## src/rtl/tbl_req_responder_pkg.sv

```systemverilog
// tbl_req_responder_pkg
//   Shared definitions for the table request responder: FSM state encoding
//   and a ceiling-log2 helper used to size row address ports.
package tbl_req_responder_pkg;

  localparam logic [1:0] ST_IDLE      = 2'b00;
  localparam logic [1:0] ST_ACK       = 2'b01;
  localparam logic [1:0] ST_WAIT_DROP = 2'b10;

  // Smallest r with 2**r >= n (n >= 2 in every use here).
  function automatic int unsigned clog2(input int unsigned n);
    int unsigned r = 0;
    while ((32'd1 << r) < n) r++;
    return r;
  endfunction

endpackage

```

## src/rtl/tbl_req_responder_reg_array.sv

```systemverilog
// tbl_reg_array
//   Flop-based row storage, ROWS rows of ROW_W bits, all cleared by reset.
//   Ports:
//     clk_i, rst_ni        clock, async active-low reset
//     we_i/waddr_i/wdata_i single write port (out-of-range rows ignored)
//     rd_addr_i/rd_data_o  register-side read, combinational
//     lk_addr_i/lk_data_o  lookup-side read, combinational
//   Reads return the pre-edge contents, so a same-edge write is not visible
//   until the following cycle. Out-of-range reads return zero.
module tbl_reg_array #(
  parameter int ROWS  = 4,
  parameter int AW    = 2,
  parameter int ROW_W = 128
)(
  input  logic             clk_i,
  input  logic             rst_ni,
  input  logic             we_i,
  input  logic [AW-1:0]    waddr_i,
  input  logic [ROW_W-1:0] wdata_i,
  input  logic [AW-1:0]    rd_addr_i,
  output logic [ROW_W-1:0] rd_data_o,
  input  logic [AW-1:0]    lk_addr_i,
  output logic [ROW_W-1:0] lk_data_o
);

  logic [ROWS-1:0][ROW_W-1:0] mem_q;

  // An address >= ROWS matches no row, so out-of-range writes fall through.
  always_ff @(posedge clk_i or negedge rst_ni) begin
    if (!rst_ni) begin
      mem_q <= '0;
    end else begin
      for (int r = 0; r < ROWS; r++) begin
        if (we_i && waddr_i == AW'(r)) mem_q[r] <= wdata_i;
      end
    end
  end

  always_comb begin
    rd_data_o = '0;
    if (int'(rd_addr_i) < ROWS) rd_data_o = mem_q[rd_addr_i];
  end

  always_comb begin
    lk_data_o = '0;
    if (int'(lk_addr_i) < ROWS) lk_data_o = mem_q[lk_addr_i];
  end

endmodule

```

## src/rtl/tbl_req_responder.sv

```systemverilog
// tbl_req_responder
//   Row-wide register table with a req/ack handshake for bus-side reads and
//   writes, plus an optional single-cycle datapath lookup port.
//   Config macro: TBL_RESPONDER_LKUP_EN -- when defined, lkup_req/lkup_addr
//   exist and lookups are served; otherwise lkup_vld/lkup_data read zero.
//   Ports:
//     Bus2IP_Clk, Bus2IP_Resetn       clock, async active-low reset
//     tbl_rd_req/ack/addr/data         row read handshake (ack one cycle)
//     tbl_wr_req/ack/addr/data         row write handshake (ack one cycle)
//     lkup_req/addr (macro only)       lookup strobe and row
//     lkup_vld/lkup_data               lookup result, valid one cycle
//   Each handshake is acknowledged once; the initiator must drop its request
//   before another is accepted. Writes win when both requests are up.
module tbl_req_responder
  import tbl_req_responder_pkg::*;
#(
  parameter int  C_S_AXI_DATA_WIDTH = 32,
  parameter int  TBL_NUM_COLS       = 4,
  parameter int  TBL_NUM_ROWS       = 4,
  localparam int AW                 = int'(clog2(TBL_NUM_ROWS)),
  localparam int ROW_W              = C_S_AXI_DATA_WIDTH * TBL_NUM_COLS
)(
  input  logic             Bus2IP_Clk,
  input  logic             Bus2IP_Resetn,
  input  logic             tbl_rd_req,
  output logic             tbl_rd_ack,
  input  logic [AW-1:0]    tbl_rd_addr,
  output logic [ROW_W-1:0] tbl_rd_data,
  input  logic             tbl_wr_req,
  output logic             tbl_wr_ack,
  input  logic [AW-1:0]    tbl_wr_addr,
  input  logic [ROW_W-1:0] tbl_wr_data,
`ifdef TBL_RESPONDER_LKUP_EN
  input  logic             lkup_req,
  input  logic [AW-1:0]    lkup_addr,
`endif
  output logic             lkup_vld,
  output logic [ROW_W-1:0] lkup_data
);

  logic [1:0]       state_q, state_d;
  logic             rd_ack_q, rd_ack_d;
  logic             wr_ack_q, wr_ack_d;
  logic [ROW_W-1:0] rd_data_q, rd_data_d;
  logic             we;
  logic [ROW_W-1:0] arr_rd_data;
  logic [AW-1:0]    lk_addr;
  logic [ROW_W-1:0] lk_data;

  tbl_reg_array #(
    .ROWS  (TBL_NUM_ROWS),
    .AW    (AW),
    .ROW_W (ROW_W)
  ) u_arr (
    .clk_i     (Bus2IP_Clk),
    .rst_ni    (Bus2IP_Resetn),
    .we_i      (we),
    .waddr_i   (tbl_wr_addr),
    .wdata_i   (tbl_wr_data),
    .rd_addr_i (tbl_rd_addr),
    .rd_data_o (arr_rd_data),
    .lk_addr_i (lk_addr),
    .lk_data_o (lk_data)
  );

  // Requests are only looked at in IDLE; ACK always moves on, and WAIT_DROP
  // holds until the initiator releases both lines, which blocks re-acks.
  always_comb begin
    state_d   = state_q;
    rd_ack_d  = 1'b0;
    wr_ack_d  = 1'b0;
    rd_data_d = rd_data_q;
    we        = 1'b0;
    case (state_q)
      ST_IDLE: begin
        if (tbl_wr_req) begin
          we       = 1'b1;
          wr_ack_d = 1'b1;
          state_d  = ST_ACK;
        end else if (tbl_rd_req) begin
          rd_ack_d  = 1'b1;
          rd_data_d = arr_rd_data;
          state_d   = ST_ACK;
        end
      end
      ST_ACK:       state_d = ST_WAIT_DROP;
      ST_WAIT_DROP: if (!tbl_wr_req && !tbl_rd_req) state_d = ST_IDLE;
      default:      state_d = ST_IDLE;
    endcase
  end

  always_ff @(posedge Bus2IP_Clk or negedge Bus2IP_Resetn) begin
    if (!Bus2IP_Resetn) begin
      state_q   <= ST_IDLE;
      rd_ack_q  <= 1'b0;
      wr_ack_q  <= 1'b0;
      rd_data_q <= '0;
    end else begin
      state_q   <= state_d;
      rd_ack_q  <= rd_ack_d;
      wr_ack_q  <= wr_ack_d;
      rd_data_q <= rd_data_d;
    end
  end

  assign tbl_rd_ack  = rd_ack_q;
  assign tbl_wr_ack  = wr_ack_q;
  assign tbl_rd_data = rd_data_q;

`ifdef TBL_RESPONDER_LKUP_EN
  logic             lkup_vld_q;
  logic [ROW_W-1:0] lkup_data_q;

  assign lk_addr = lkup_addr;

  // Lookup samples the array before the same-edge write lands, independent
  // of the handshake FSM. Data holds between strobes.
  always_ff @(posedge Bus2IP_Clk or negedge Bus2IP_Resetn) begin
    if (!Bus2IP_Resetn) begin
      lkup_vld_q  <= 1'b0;
      lkup_data_q <= '0;
    end else begin
      lkup_vld_q <= lkup_req;
      if (lkup_req) lkup_data_q <= lk_data;
    end
  end

  assign lkup_vld  = lkup_vld_q;
  assign lkup_data = lkup_data_q;
`else
  // Lookup read port is parked on row 0 and its result masked off, so the
  // outputs are constant zero and the port logic trims away.
  assign lk_addr   = '0;
  assign lkup_vld  = 1'b0;
  assign lkup_data = lk_data & '0;
`endif

endmodule

```

## config.mk

```make
export PLATFORM = sky130hd
export DESIGN_NAME = tbl_req_responder
export DESIGN_NICKNAME = d
export VERILOG_FILES = /design/src/rtl/tbl_req_responder_pkg.sv /design/src/rtl/tbl_req_responder_reg_array.sv /design/src/rtl/tbl_req_responder.sv
export SDC_FILE = /design/constraint.sdc
export NUM_CORES = 1
export LEC_CHECK = 0
export ABC_AREA = 1
export BUFFER_PORTS_ARGS = -buffer_cell sky130_fd_sc_hd__buf_4
export CAP_MARGIN = 20
export CORE_ASPECT_RATIO = 0.7
export CORE_UTILIZATION = 45
export DETAILED_ROUTE_END_ITERATION = 12
export PLACE_DENSITY = 0.72
export SYNTH_ARGS = -nofsm -noshare
export SYNTH_HDL_FRONTEND = slang
export SYNTH_SLANG_ARGS = --single-unit
```

## constraint.sdc

```tcl
create_clock -name Bus2IP_Clk -period 2.47 [get_ports Bus2IP_Clk]
set_clock_uncertainty 0.05 [all_clocks]
set_input_delay 0.494 -clock Bus2IP_Clk [delete_from_list [all_inputs] [get_ports Bus2IP_Clk]]
set_output_delay 0.494 -clock Bus2IP_Clk [all_outputs]
set_load 0.01 [all_outputs]
```

==> flow_summary.toml <==
[clocking]
htreeDepth = 3
ctsHoldBuffers = 1
worstSkewPairLatency_ns = 0.60
root_buffer = "clkbuf_16"
cts_resized = 0
cts_made_buffers = 66
cts_tree = "built"
post_cts_buffers = 0
clock_sinks = 644
path_clk_slew_ns = 0.06
clock_path_buffers = 3

[sta]
tightest_slew_ns = 0.8244
rsz0062_at_grt = "false"
fin_tns_setup_ns = 0
holdWs_ns = 0.1331
hold_viol = 0
finalSetupViolations = 0
post-route-period-util = 0.7884
slew_viol_final = 0
fin_ws_ns = 0.5227
slew_headroom = 0.4504
finalCriticalPeriod_ns = 1.947
clock.fmax_mhz = 513.5

[synthesis]
ys_ff_latch = 644
yosys_warnings = 0
ys_seq_area_frac = 0.5307
yosys.area.top_type_share = 0.5307
postSynthAreaPerCell_um2 = 7.660
synth_top_cell_by_area = "dfrtp_1"
synth_area_um2 = 30370
syn_inst = 3964
synth_area_leaders = "dfrtp_1 53%, nand2_1 19%, inv_1 8.0%"
synth.distinct_cells = 19

[critical_path]
reg2reg_depth = 7
crit_path_end_kind = "flip-flop"
crit_chain = "inv_1, nand2_1, nor2_4, nand2_8, buf_12, nand2_1, o21ai_1"
regToRegStartpoint = "state_q[0]$_DFFE_PN0P_"
cp_top_family = "simple AND/OR/NAND/NOR gates"
r2r_setup_slack_ns = 0.52
r2r_end = "u_arr.mem_q[25]$_DFFE_PN0P_"
cp.required_ns = 2.90
arrival_ns = 2.37
worstPathMaxFanout = 80
cp-start-kind = "flip-flop"
worstSetupPathType = "reg -> reg"
startpoint = "state_q[0]$_DFFE_PN0P_"
cp_slowest_cell = "dfrtp_1"
cp_slowest_stage_delay_ns = 0.41
critical_path_buf_inv_count = 2
cpMostUsedCell = "nand2_1"

[pwr]
cellLeakagePower_nw = 19.71
powerDensity_nw_per_um2 = 1170
irDropWorstVdd_mv = 0.6675
power_mw = 41.20

[floorplanning]
die_w_um = 312.5
core_um2 = 66620
io_pins = 395
die_area_um2 = 68540
start_util = 0.4558
rows = 79
die_h_um = 219.3

[cells_and_area]
finalNetCount = 4286
final_cell_mix = "1537 x nand2_1, 644 x inv_1, 644 x dfrtp_1"
drive_above_1_share = 0.1077
synthToLayoutAreaGrowth_pct = 15.94
final_cell_area_um2 = 35210
nFillCells = 6244
layout_commonest_cell = "nand2_1"
antennaDiodeCount = 0

[place]
port_buffers = 265
pre_cts_slack_ns = 0.4785
dpl-instance-area_um2 = 32990
hpwl_mm = 45.02
place.gp.congestion = 0.7823

[global_routing]
grt_max_degree = 153
grt.busiest_layer = "met2"
grt.met3_usage = 0.03260
grt.total_usage = 0.2219
antenna_found_initial = 0
gr-usage-met2 = 0.3605
globalRouteOverflowTotal = 0
first_global_vias = 22910
grt_use_met1 = 0.3084
grt_pass1_wl_mm = 122.7

[detailed_routing]
routed_via_density = 4.753
wl_per_cell_um = 14.66
antenna_left = 0
drc = 0
routed_wl_mm = 74.55
firstDrtPassIters = 7
vias = 24180
drtIter0Drc = 1849

[worst_hold_path]
holdPathEnd = "u_arr.mem_q[39]$_DFFE_PN0P_"
holdPathStages = 3
worstHoldPathType = "in -> reg"
hp-start = "tbl_wr_data[39]"

[job]
cap_violations = 0

[status]
status = "complete, no violations"
-- cell usage after synthesis (all sizes together) --
cell type / count
a21oi: 2
buf: 303
clkbuf: 51
conb: 1
dfrtp: 644
inv: 648
nand2: 1539
nand3: 257
nand4: 2
nor2: 4
o21ai: 513
-- worst register-to-register path, delay by kind of cell (launching register included) --
kind	cells	cell delay [ns]
AOI/OAI and AO/OA	1	0.08
buffers and inverters	2	0.43
DFF	1	0.41
and+or+nand+nor	4	0.87
-- per-layer routing --
metal | vias up | wire length (um) | share of wire
li1 | 12080 | - | -
met5 | - | 0 | 0
met2 | 565 | 34440 | 0.46
met4 | 0 | 1887 | 0.025
met3 | 129 | 3313 | 0.044
met1 | 11400 | 34910 | 0.47
-- through the flow --
step	cells	utilization
global placement	4972	0.4952
CTS	5087	0.5284
detailed placement	4972	0.4952
floorplan	4092	-
global route	5087	0.5284
finish	5087	0.5284
-- power breakdown --
part,switching [mW],internal (mW)
clock,4.26,6.00
sequential,2.86,15.8
combinational,6.92,5.38
total,14.0,27.2
-- state kept, by name, summed over array words and instances (netlist names) --
register and flops:
tbl_wr_ack 1, u_arr.mem_q 512, tbl_rd_data 128, state_q 2
tbl_rd_ack 1
-- worst max-delay path by stage --
stage | endpoint | depth (start not counted) | slack (ns)
floorplan | tbl_rd_data[21]$_DFFE_PN0P_ | 8 | 0.99
global placement | u_arr.mem_q[36]$_DFFE_PN0P_ | 6 | 0.49
detailed placement | u_arr.mem_q[35]$_DFFE_PN0P_ | 7 | 0.48
CTS | u_arr.mem_q[25]$_DFFE_PN0P_ | 7 | 0.56
global route | u_arr.mem_q[30]$_DFFE_PN0P_ | 7 | 0.45
finish | u_arr.mem_q[25]$_DFFE_PN0P_ | 7 | 0.52
-- layout make-up --
class	count	area (um^2)	share of cell area
repair buffers	344	3099	0.08803
flip-flops and latches	644	16120	0.4578
multi-input cells	2446	10230	0.2905
well taps	891	1115	0.03167
clock inverters	18	266.5	0.007570
clock buffers	96	1937	0.05502
inverters	648	2445	0.06945
-- cells by family after synthesis --
family,after synthesis,share of synthesized area
simple gates,1802,0.2344
buf+inv,1002,0.1499
compound gates,515,0.08488
other cells,1,0.0001235
flops,644,0.5307
Note: power is estimated with default switching activity, not from simulation.
